**src/rtl/instr_fetch_queue.sv**
```systemverilog
// Instruction prefetch queue between a synchronous instruction SRAM and the fetch/decode register.
// It runs sequential fetches ahead of the core, keeps results in program order and flushes them on a redirect.
module instr_fetch_queue #(
  parameter int          DEPTH    = 4,
  parameter int          PTRW     = 2,
  parameter logic [29:0] RESET_PC = 30'd0
) (
  input  logic        CLK,
  input  logic        RSTN,
  output logic        IREQ,
  output logic [29:0] IADDR,
  input  logic [31:0] INSTR,
  input  logic        F_RDY,
  input  logic        REDIR,
  input  logic [29:0] REDIR_ADDR,
  output logic        F_VALID,
  output logic [31:0] F_INSTR,
  output logic [29:0] F_PC,
  output logic [31:0] F_PC4
);

  localparam logic [PTRW+1:0] DEPTH_W = (PTRW+2)'(DEPTH);

  logic [29:0]   fpc;
  logic          infl;
  logic [29:0]   infl_pc;
  logic [PTRW:0] count;
  logic [PTRW-1:0] rd_ptr;
  logic [PTRW-1:0] wr_ptr;
  logic [31:0]   q_instr [DEPTH];
  logic [29:0]   q_pc    [DEPTH];
  logic [31:0]   hold_instr;
  logic [29:0]   hold_pc;

  logic [PTRW+1:0] occupancy;
  logic            push;
  logic            pop;
  logic [29:0]     next_pc;

  // Entries plus the outstanding request must fit; a same-cycle pop is not credited.
  assign occupancy = {1'b0, count} + (PTRW+2)'(infl);
  assign IREQ      = RSTN & ~REDIR & (occupancy < DEPTH_W);
  assign IADDR     = fpc;

  // Handshake: the head transfers on a rising edge where F_VALID=1 and F_RDY=1;
  // while F_VALID=1 and F_RDY=0 the head is held stable, and F_RDY is ignored when F_VALID=0.
  assign F_VALID = (count != '0);
  assign push    = infl & ~REDIR;
  assign pop     = F_VALID & F_RDY & ~REDIR;

  assign F_INSTR = F_VALID ? q_instr[rd_ptr] : hold_instr;
  assign F_PC    = F_VALID ? q_pc[rd_ptr]    : hold_pc;
  assign next_pc = F_PC + 30'd1;
  assign F_PC4   = {next_pc, 2'b00};

  always_ff @(posedge CLK) begin
    if (!RSTN) begin
      fpc        <= RESET_PC;
      infl       <= 1'b0;
      infl_pc    <= '0;
      count      <= '0;
      rd_ptr     <= '0;
      wr_ptr     <= '0;
      hold_instr <= '0;
      hold_pc    <= '0;
      for (int i = 0; i < DEPTH; i++) begin
        q_instr[i] <= '0;
        q_pc[i]    <= '0;
      end
    end else if (REDIR) begin
      // Flush everything, including the data returning this cycle.
      fpc    <= REDIR_ADDR;
      infl   <= 1'b0;
      count  <= '0;
      rd_ptr <= '0;
      wr_ptr <= '0;
    end else begin
      infl <= IREQ;
      if (IREQ) begin
        fpc     <= fpc + 30'd1;
        infl_pc <= fpc;
      end
      if (push) begin
        q_instr[wr_ptr] <= INSTR;
        q_pc[wr_ptr]    <= infl_pc;
        wr_ptr          <= wr_ptr + 1'b1;
      end
      if (pop) begin
        hold_instr <= q_instr[rd_ptr];
        hold_pc    <= q_pc[rd_ptr];
        rd_ptr     <= rd_ptr + 1'b1;
      end
      case ({push, pop})
        2'b10:   count <= count + 1'b1;
        2'b01:   count <= count - 1'b1;
        default: count <= count;
      endcase
    end
  end

endmodule

```
**config.mk**
```make
export PLATFORM = sky130hd
export DESIGN_NAME = instr_fetch_queue
export DESIGN_NICKNAME = d
export VERILOG_FILES = /design/src/rtl/instr_fetch_queue.sv
export SDC_FILE = /design/constraint.sdc
export NUM_CORES = 1
export LEC_CHECK = 0
export ABC_AREA = 1
export BUFFER_PORTS_ARGS = -buffer_cell sky130_fd_sc_hd__buf_2
export CAP_MARGIN = 20
export CELL_PAD_IN_SITES_DETAIL_PLACEMENT = 0
export CELL_PAD_IN_SITES_GLOBAL_PLACEMENT = 1
export CORE_ASPECT_RATIO = 1.4
export CORE_MARGIN = 3
export CORE_UTILIZATION = 48
export DETAILED_ROUTE_END_ITERATION = 8
export PLACE_DENSITY = 0.88
export SYNTH_ARGS = -nofsm -noshare
export SYNTH_HDL_FRONTEND = slang
export SYNTH_SLANG_ARGS = --single-unit
```
**constraint.sdc**
```tcl
create_clock -name CLK -period 10.5 [get_ports CLK]
set_input_delay 2.1 -clock CLK [delete_from_list [all_inputs] [get_ports CLK]]
set_output_delay 2.1 -clock CLK [all_outputs]
set_load 0.05 [all_outputs]
```
# == Word level (Yosys, flattened, before mapping) ==
# Memories as Yosys holds them, arrays and structs flattened. A register that Yosys moved wholly into a read port is not among the register bits.
# Index checks and enable logic that the tools add are counted.
# totals
regBits,130
out_inout_bits,126
mem_count,2
mem_bits_rw,248
# op_classes
eq_ne,2
n_bitwise,7
n_lt_le_gt_ge,1
addsub,7
reduce_logical,8
n_mux,20
# memory_table
name,words,word_bits,read_ports,rd_clocked_by_memory_dff,write_ports,line_no,source
q_instr,4,32,1,1,4,30,logic [31:0] q_instr [DEPTH];
q_pc,4,30,1,1,4,31,logic [29:0] q_pc [DEPTH];
# ops
cell,n
$mux 30,4
$mux 32,2
$add 30x1->30 const B,2
$reduce_or 32->1,1
$reduce_or 30->1,1
$mux 2,6
$mux 1,7
$pmux 3 s2,1
$and 1x1->1,5
$add 2x1->2 const B,2
$add 3x1->4,1
$lt 4x3->1 const B,1
$reduce_and 2->1,2
$reduce_bool 2->1,2
$add 3x1->3 const B,1
$reduce_bool 3->1,1
$sub 3x1->3 const B,1
$eq 2x1->1 const B,1
$eq 2x2->1 const B,1
$not 1->1,2
$reduce_or 2->1,1

# == Logic depth before layout (Yosys ltp) ==
# Gate-level depths: netlist of run 1.
# logic_depth
depth_word,8
mapped_depth,17

# == Least setup slack after synthesis of run 1 ==
# Ideal clock, no wire load.
# synth_path
kind,input to register
startpoint,in REDIR
endpoint,mem q_instr[3][0] (enable)
setup_time_ns,0.574
arrival_ns,6.892
required_time_ns,9.926
stages,3
slack_ns,3.034
cell_sequence,inv_2 -> nand2_1 -> o31ai_1
# synth_rtl
item,line_no,source
"start, declared",14,"input logic REDIR,"
"end, declared",30,

# == Worst setup path in the final report of run 1 ==
# layout_path
startpoint,in REDIR
endpoint,out IREQ
# layout_via
elab_chain_len,3
# layout_rtl
item,line_no,source
$not 1->1 (no line),--,
$and 1x1->1 (2 in a row),42,assign IREQ = RSTN & ~REDIR & (occupancy < DEPTH_W);
"end, declared",10,"output logic IREQ,"
# Every way passes these cells.

==> reports/qor.yml, run 1 <==
run_status:
  outcome: "finished clean"
yosys:
  avgSynthCellArea_um2: 8.51
  yosys.cell_types.count: 45
  seq_area_frac_synth_pct: 56.6
  postSynth.asyncResetShare_pct: 0
  ys_ff_latch: 380
  netlist_area_mm2: 0.0178
  synth_edf_count: 248
  yosys_warnings: 0
  ys.flop_type: "edfxtp_1"
  syn_inst: 2094
grt:
  grt_pass1_vias: 14300
  grt_pass1_wl_mm: 74.9
  grt_antenna_before_repair: 0
  gr-total-overflow: 0
  track_usage_pct: 23.8
  grt_start_max_net_pins: 125
critical_path:
  critPathMaxStageDelay_ns: 0.52
  worstPathArrival_ns: 4.42
  end_kind: "primary output"
  path_cells: "buf_2 -> inv_2 -> nand2_1 -> inv_2 -> nand3_2 -> buf_4 -> inv_2 -> buf_2"
  slowest_stage: "buf_4"
  critPathTopFamily: "buffers and inverters"
  worst-path-buf-inv: 6
  crit_top_cell: "inv_2"
  startpoint_type: "primary input"
  rr_startpoint: "count[1]$_SDFFE_PP0P_"
  crit_type: "in2out"
  crit_path_max_fanout: 74
  startpoint: "REDIR"
  crit_required_ns: 8.40
clocking:
  postCtsHoldBufs: 0
  clk_path_buf_depth: 3
  numCtsBuffers: 38
  clockRootBuffer: "clkbuf_16"
  cts_resized: 0
  cts_tree: "done"
  cts_post_setup_buffers_inserted: 0
  cts_sinks: 380
  htreeDepth: 2
  path_clk_slew_ns: 0.06
  clk_latency_ns: 0.55
routing:
  detail_route.wl_per_cell_um: 17.7
  ant_nets: 0
  vias: 14600
  via_per_inst: 5.42
  drt_wl_total_mm: 47.8
  drcViolationCount: 0
  first_pass_iters: 5
  drt_iter0_markers: 1123
run:
  drv_cap: 0
min_path:
  hold_path_class: "reg2reg"
  worstHoldStart: "rd_ptr[1]$_SDFFE_PP0P_"
floorplanning:
  rows: 82
  die_y_um: 234
  coreArea_mm2: 0.0362
  die-area_mm2: 0.0395
  initial_core_util_pct: 49.2
  ios: 192
  die_x_um: 169
pwr:
  ir_drop_mv: 0.109
  p_leak_nw: 8.14
  p_per_area_mw_per_mm2: 164
place:
  place_area_mm2: 0.0189
  routabilityCongestion: 0.889
  numPortBuffers: 189
  hpwl_mm: 28.2
timing:
  setup-violations-final: 0
  rsz0062_at_grt: "false"
  drv_slew: 0
  timing.fmax_ghz: 0.153
  fin_crit_sh_pct: 62.1
  worst_pin_slew_ns: 1.07
  finClkSkew_ns: 0.0259
  period_minus_slack_ns: 6.52
  final.setup.tns_ns: 0
  final_hold_viol_count: 0
  slew_headroom_pct: 28.7
finish:
  synthToLayoutAreaGrowth_pct: 13.2
  num-nets-final: 2281
  stdcell_area_mm2: 0.0202
  antenna_cells: 0
  drive_above_1_share_pct: 15.0
[Yosys cell counts, types with 4 or more instances]
library cell	instances	share of area, %
a21oi_1	113	3.2
buf_4	10	0.42
o21ai_1	23	0.65
xor2_1	17	0.84
o21ai_0	190	5.3
buf_6	9	0.57
nor2_1	362	7.6
o22ai_1	33	1.2
edfxtp_1	248	42
dfxtp_1	132	15
nor2_2	13	0.46
buf_2	35	0.98
nand2_1	378	8.0
a31oi_1	8	0.28
inv_1	182	3.8
nand4_1	4	0.14
nand2_2	31	1.1
clkbuf_1	68	1.4
buf_1	4	0.084
a211oi_1	6	0.25
xnor2_1	6	0.29
inv_2	9	0.19
nand3_1	124	3.5
nor3_1	60	1.7
[registers in the layout (all words and copies together) (netlist names), named ones only]
| signal | cells |
|---|---|
| q_instr | 128 |
| wr_ptr | 2 |
| hold_instr | 32 |
| q_pc | 120 |
| hold_pc | 30 |
| IADDR | 30 |
| infl | 1 |
| count | 3 |
| infl_pc | 30 |
| rd_ptr | 2 |
[cell families (layout without fill, tap and decap cells)]
logic type | after synthesis | after routing | synth area share (%)
compound gates | 385 | 385 | 11.4
xor+xnor | 23 | 23 | 1.13
other cells | 1 | 2 | 0.0210
simple gates | 981 | 981 | 22.9
flops | 380 | 380 | 56.6
buf+inv | 320 | 465 | 7.62
fa+ha+maj | 4 | 4 | 0.323
[power breakdown]
part	internal, W	switching, W	total (W)
sequential	0.00165	0.0000261	0.00167
clock	0.000816	0.000577	0.00139
combinational	0.0000539	0.000191	0.000245
total	0.00252	0.000794	0.00331
[placed cells by master (no fill, tap or decap), drive strengths merged, types with 2 or more instances in the layout]
master / synthesis / routed
a31oi: 8 / 8
a211oi: 6 / 6
or2: 2 / 2
clkinv: 0 / 5
clkbuf: 69 / 54
nand3: 128 / 128
nand2: 409 / 409
bufinv: 0 / 3
edfxtp: 248 / 248
conb: 1 / 2
dfxtp: 132 / 132
xnor2: 6 / 6
a21oi: 113 / 113
inv: 193 / 196
xor2: 17 / 17
nor3: 60 / 60
nand4: 4 / 4
o22ai: 33 / 33
a22oi: 3 / 3
buf: 58 / 203
o21ai: 214 / 214
clkinvlp: 0 / 4
ha: 3 / 3
nor2: 377 / 377
[routing by layer]
metal / part of all wire, % / global-route usage [%]
met5: 0 / 0
met4: 2.8 / 8.26
met3: 7.0 / 3.52
met2: 51 / 43.5
met1: 39 / 28.5
[final timing paths]
path	cells past startpoint	slack, ns	to
setup reg to reg	12	7.76	count[2]$_SDFFE_PP0P_
hold reg to reg	2	0.45	flip-flop
hold / removal	2	0.45	flip-flop
setup / recovery	8	3.98	IREQ
[layout make-up]
class | instances | area, um2
Timing Repair Buffer | 203 | 1050
Multi-Input combinational cell | 1395 | 6430
Inverter | 193 | 732
Fill cell | 3313 | 16000
Sequential cell | 380 | 10100
Clock inverter | 15 | 186
Tap cell | 462 | 578
Clock buffer | 54 | 1100
[worst min-delay path, stage by stage, from the launching register on]
cell and delay [ns]:
dfxtp_1 0.29, inv_1 0.05, a21oi_1 0.06
[metrics by stage]
step	hold slack, ns	cells	setup slack [ns]	util, %	power [W]
2_1_floorplan	0.436	2095	3.03	-	0.00187
3_3_place_gp	0.450	2633	4.05	52.2	0.00194
3_5_place_dp	0.446	2633	4.01	52.2	0.00195
4_1_cts	0.457	2702	3.99	55.7	0.00333
5_1_grt	0.497	2702	3.76	55.7	0.00341
6_report	0.452	2702	3.98	55.7	0.00331
Power figures use the tool's default switching activity.
==> run 2, diff against run 1 <==
Settings changed: CORE_UTILIZATION 48 to 45, PLACE_DENSITY 0.88 to 0.84.
Clock period 10.5 ns to 6.8 ns, I/O delays scaled along.
==> reports/qor.yml, run 2 (synthesis results as in run 1) <==
critical_path:
  crit_required_ns: 5.44  # was 8.40 ns
  crit_type: "reg2out"  # was in2out
  path_cells: "buf_4 -> nand2_1 -> nand3_1 -> nand2_1 -> nand2_1 -> o21ai_2 -> inv_1 -> ha_1 -> nand3_2 -> inv_2 -> nand2_1 -> nor2_1 -> xor2_1 -> buf_2"  # was buf_2 -> inv_2 -> nand2_1 -> inv_2 -> nand3_2 -> buf_4 -> inv_2 -> buf_2
  crit_path_max_fanout: 76  # was 74
  crit_top_cell: "nand2_1"  # was inv_2
  worstPathArrival_ns: 3.99  # was 4.42 ns
  critPathMaxStageDelay_ns: 0.90  # was 0.52 ns
  rr_startpoint: "count[1]$_SDFFE_PP0P_"  # unchanged
  slowest_stage: "dfxtp_4"  # was buf_4
  startpoint_type: "flip-flop"  # was primary input
  reg2reg_slack_ns: 3.51  # was 7.76 ns
  end_kind: "primary output"  # unchanged
pwr:
  ir_drop_mv: 0.167  # was 0.109 mV
  p_leak_nw: 8.14  # about the same
  p_per_area_mw_per_mm2: 251  # was 164 mW/mm2
  total_power_w: 0.00507  # was 0.00331 W
floorplanning:
  die_y_um: 242  # was 234 um
  initial_core_util_pct: 45.9  # was 49.2%
  die_x_um: 174  # was 169 um
  ios: 192  # unchanged
  coreArea_mm2: 0.0388  # was 0.0362 mm2
  rows: 85  # was 82
  die-area_mm2: 0.0421  # was 0.0395 mm2
timing:
  whs_ns: 0.457  # was 0.452 ns
  worst_pin_slew_ns: 1.03  # was 1.07 ns
  slew_headroom_pct: 31.0  # was 28.7%
  final.setup.tns_ns: 0  # unchanged
  drv_slew: 0  # unchanged
  final_hold_viol_count: 0  # unchanged
  period_minus_slack_ns: 5.35
  timing.fmax_ghz: 0.187
  finClkSkew_ns: 0.0131  # was 0.0259 ns
  setup-violations-final: 0  # unchanged
  fin_crit_sh_pct: 78.6
  rsz0062_at_grt: "false"  # unchanged
clocking:
  htreeDepth: 2  # unchanged
  postCtsHoldBufs: 0  # unchanged
  cts_post_setup_buffers_inserted: 0  # unchanged
  clk_latency_ns: 0.54  # was 0.55 ns
  cts_sinks: 380  # unchanged
  cts_resized: 0  # unchanged
  path_clk_slew_ns: 0.06  # about the same
  numCtsBuffers: 38  # unchanged
  cts_tree: "done"  # unchanged
  clk_path_buf_depth: 3  # unchanged
  clockRootBuffer: "clkbuf_16"  # unchanged
grt:
  grt_start_max_net_pins: 102  # was 125
  gr-total-overflow: 0  # unchanged
  track_usage_pct: 23.0  # was 23.8%
  grt_pass1_wl_mm: 78.2  # was 74.9 mm
  grt_antenna_before_repair: 0  # unchanged
  grt_pass1_vias: 14600  # was 14,300
finish:
  reg.largest.list: "q_instr (128), q_pc (120), hold_instr (32)"  # unchanged
  final_common_cell: "nand2_1"  # unchanged
  antenna_cells: 0  # unchanged
  drive_above_1_share_pct: 14.9  # was 15.0%
  synthToLayoutAreaGrowth_pct: 13.4  # was 13.2%
  largest_reg_flops: 128  # unchanged
  final_cell_count_no_fill: 2764  # was 2,702
  fillers: 3679  # was 3,313
  regMostFlops: "q_instr"  # unchanged
  num-nets-final: 2283  # was 2,281
  final_util_pct: 52.1  # was 55.7%
  layout_common_cells: "nand2_1 (375), nor2_1 (362), edfxtp_1 (248)"  # unchanged
routing:
  vias: 14800  # was 14,600
  ant_nets: 0  # unchanged
  first_pass_iters: 6  # was 5
  via_per_inst: 5.35  # was 5.42
  detail_route.wl_per_cell_um: 17.8  # was 17.7 um
  drt_iter0_markers: 1091  # was 1,123
  drt_wl_total_mm: 49.3  # was 47.8 mm
  drcViolationCount: 0  # unchanged
place:
  dp_cells: 2695  # was 2,633
  routabilityCongestion: 0.886  # was 0.889
  numPortBuffers: 189  # unchanged
  hpwl_mm: 30.3  # was 28.2 mm
run_status:
  outcome: "finished clean"  # unchanged
min_path:
  worstHoldStart: "rd_ptr[1]$_SDFFE_PP0P_"  # unchanged
  hold_path_class: "reg2reg"  # unchanged
run:
  drv_cap: 0  # unchanged
-- run 2: per-layer routing --
| layer | routed length [um] | GRT usage, % | up-vias |
|---|---|---|---|
| met5 | 0 | 0 | - |
| met3 | 3070 | 3.44 | 96 |
| met1 | 19700 | 28.3 | 6977 |
| met4 | 1370 | 8.10 | 0 |
| met2 | 25200 | 41.1 | 510 |
| li1 | - | - | 7193 |
-- run 2: final timing paths --
| kind | to | depth (start not counted) |
|---|---|---|
| worst min register to register | flip-flop | 2 |
| worst max-delay path | F_PC4[18] | 14 |
| worst max register to register | count[2]$_SDFFE_PP0P_ | 11 |
| worst min-delay path | flip-flop | 2 |
-- run 2: power by group --
group | internal [W] | total [W] | switching, W
combinational | 0.0000833 | 0.000381 | 0.000298
clock | 0.00123 | 0.00211 | 0.000882
sequential | 0.00254 | 0.00258 | 0.0000410
-- run 2: cell type report --
cell class | count | area, um2 | share of cell area [%]
multi-input combinational | 1395 | 6430 | 31.8
timing repair buffer | 205 | 1070 | 5.27
clock inverter | 14 | 170 | 0.841
inverter | 193 | 732 | 3.62
tap | 522 | 653 | 3.23
sequential | 380 | 10100 | 49.9
clock buffer | 55 | 1080 | 5.32
-- run 2: critical path: cells and delay by family (launching register included) --
family / cells / cell delay [ns]
xor gates and xnor gates: 1 / 0.15
AOI/OAI and AO/OA: 1 / 0.11
and+or+nand+nor: 7 / 0.79
buffers and inverters: 4 / 1.14
DFF: 1 / 0.90
adders and majority gates: 1 / 0.32
-- run 2: per-stage QoR --
stage | instance area [um2] | worst slack (ns)
finish | 20200 | 1.45
global route | 20200 | 1.05
CTS | 20200 | 1.42
detailed placement | 19000 | 2.02
global placement | 19000 | 2.07
floorplan | 17800 | 0.0740
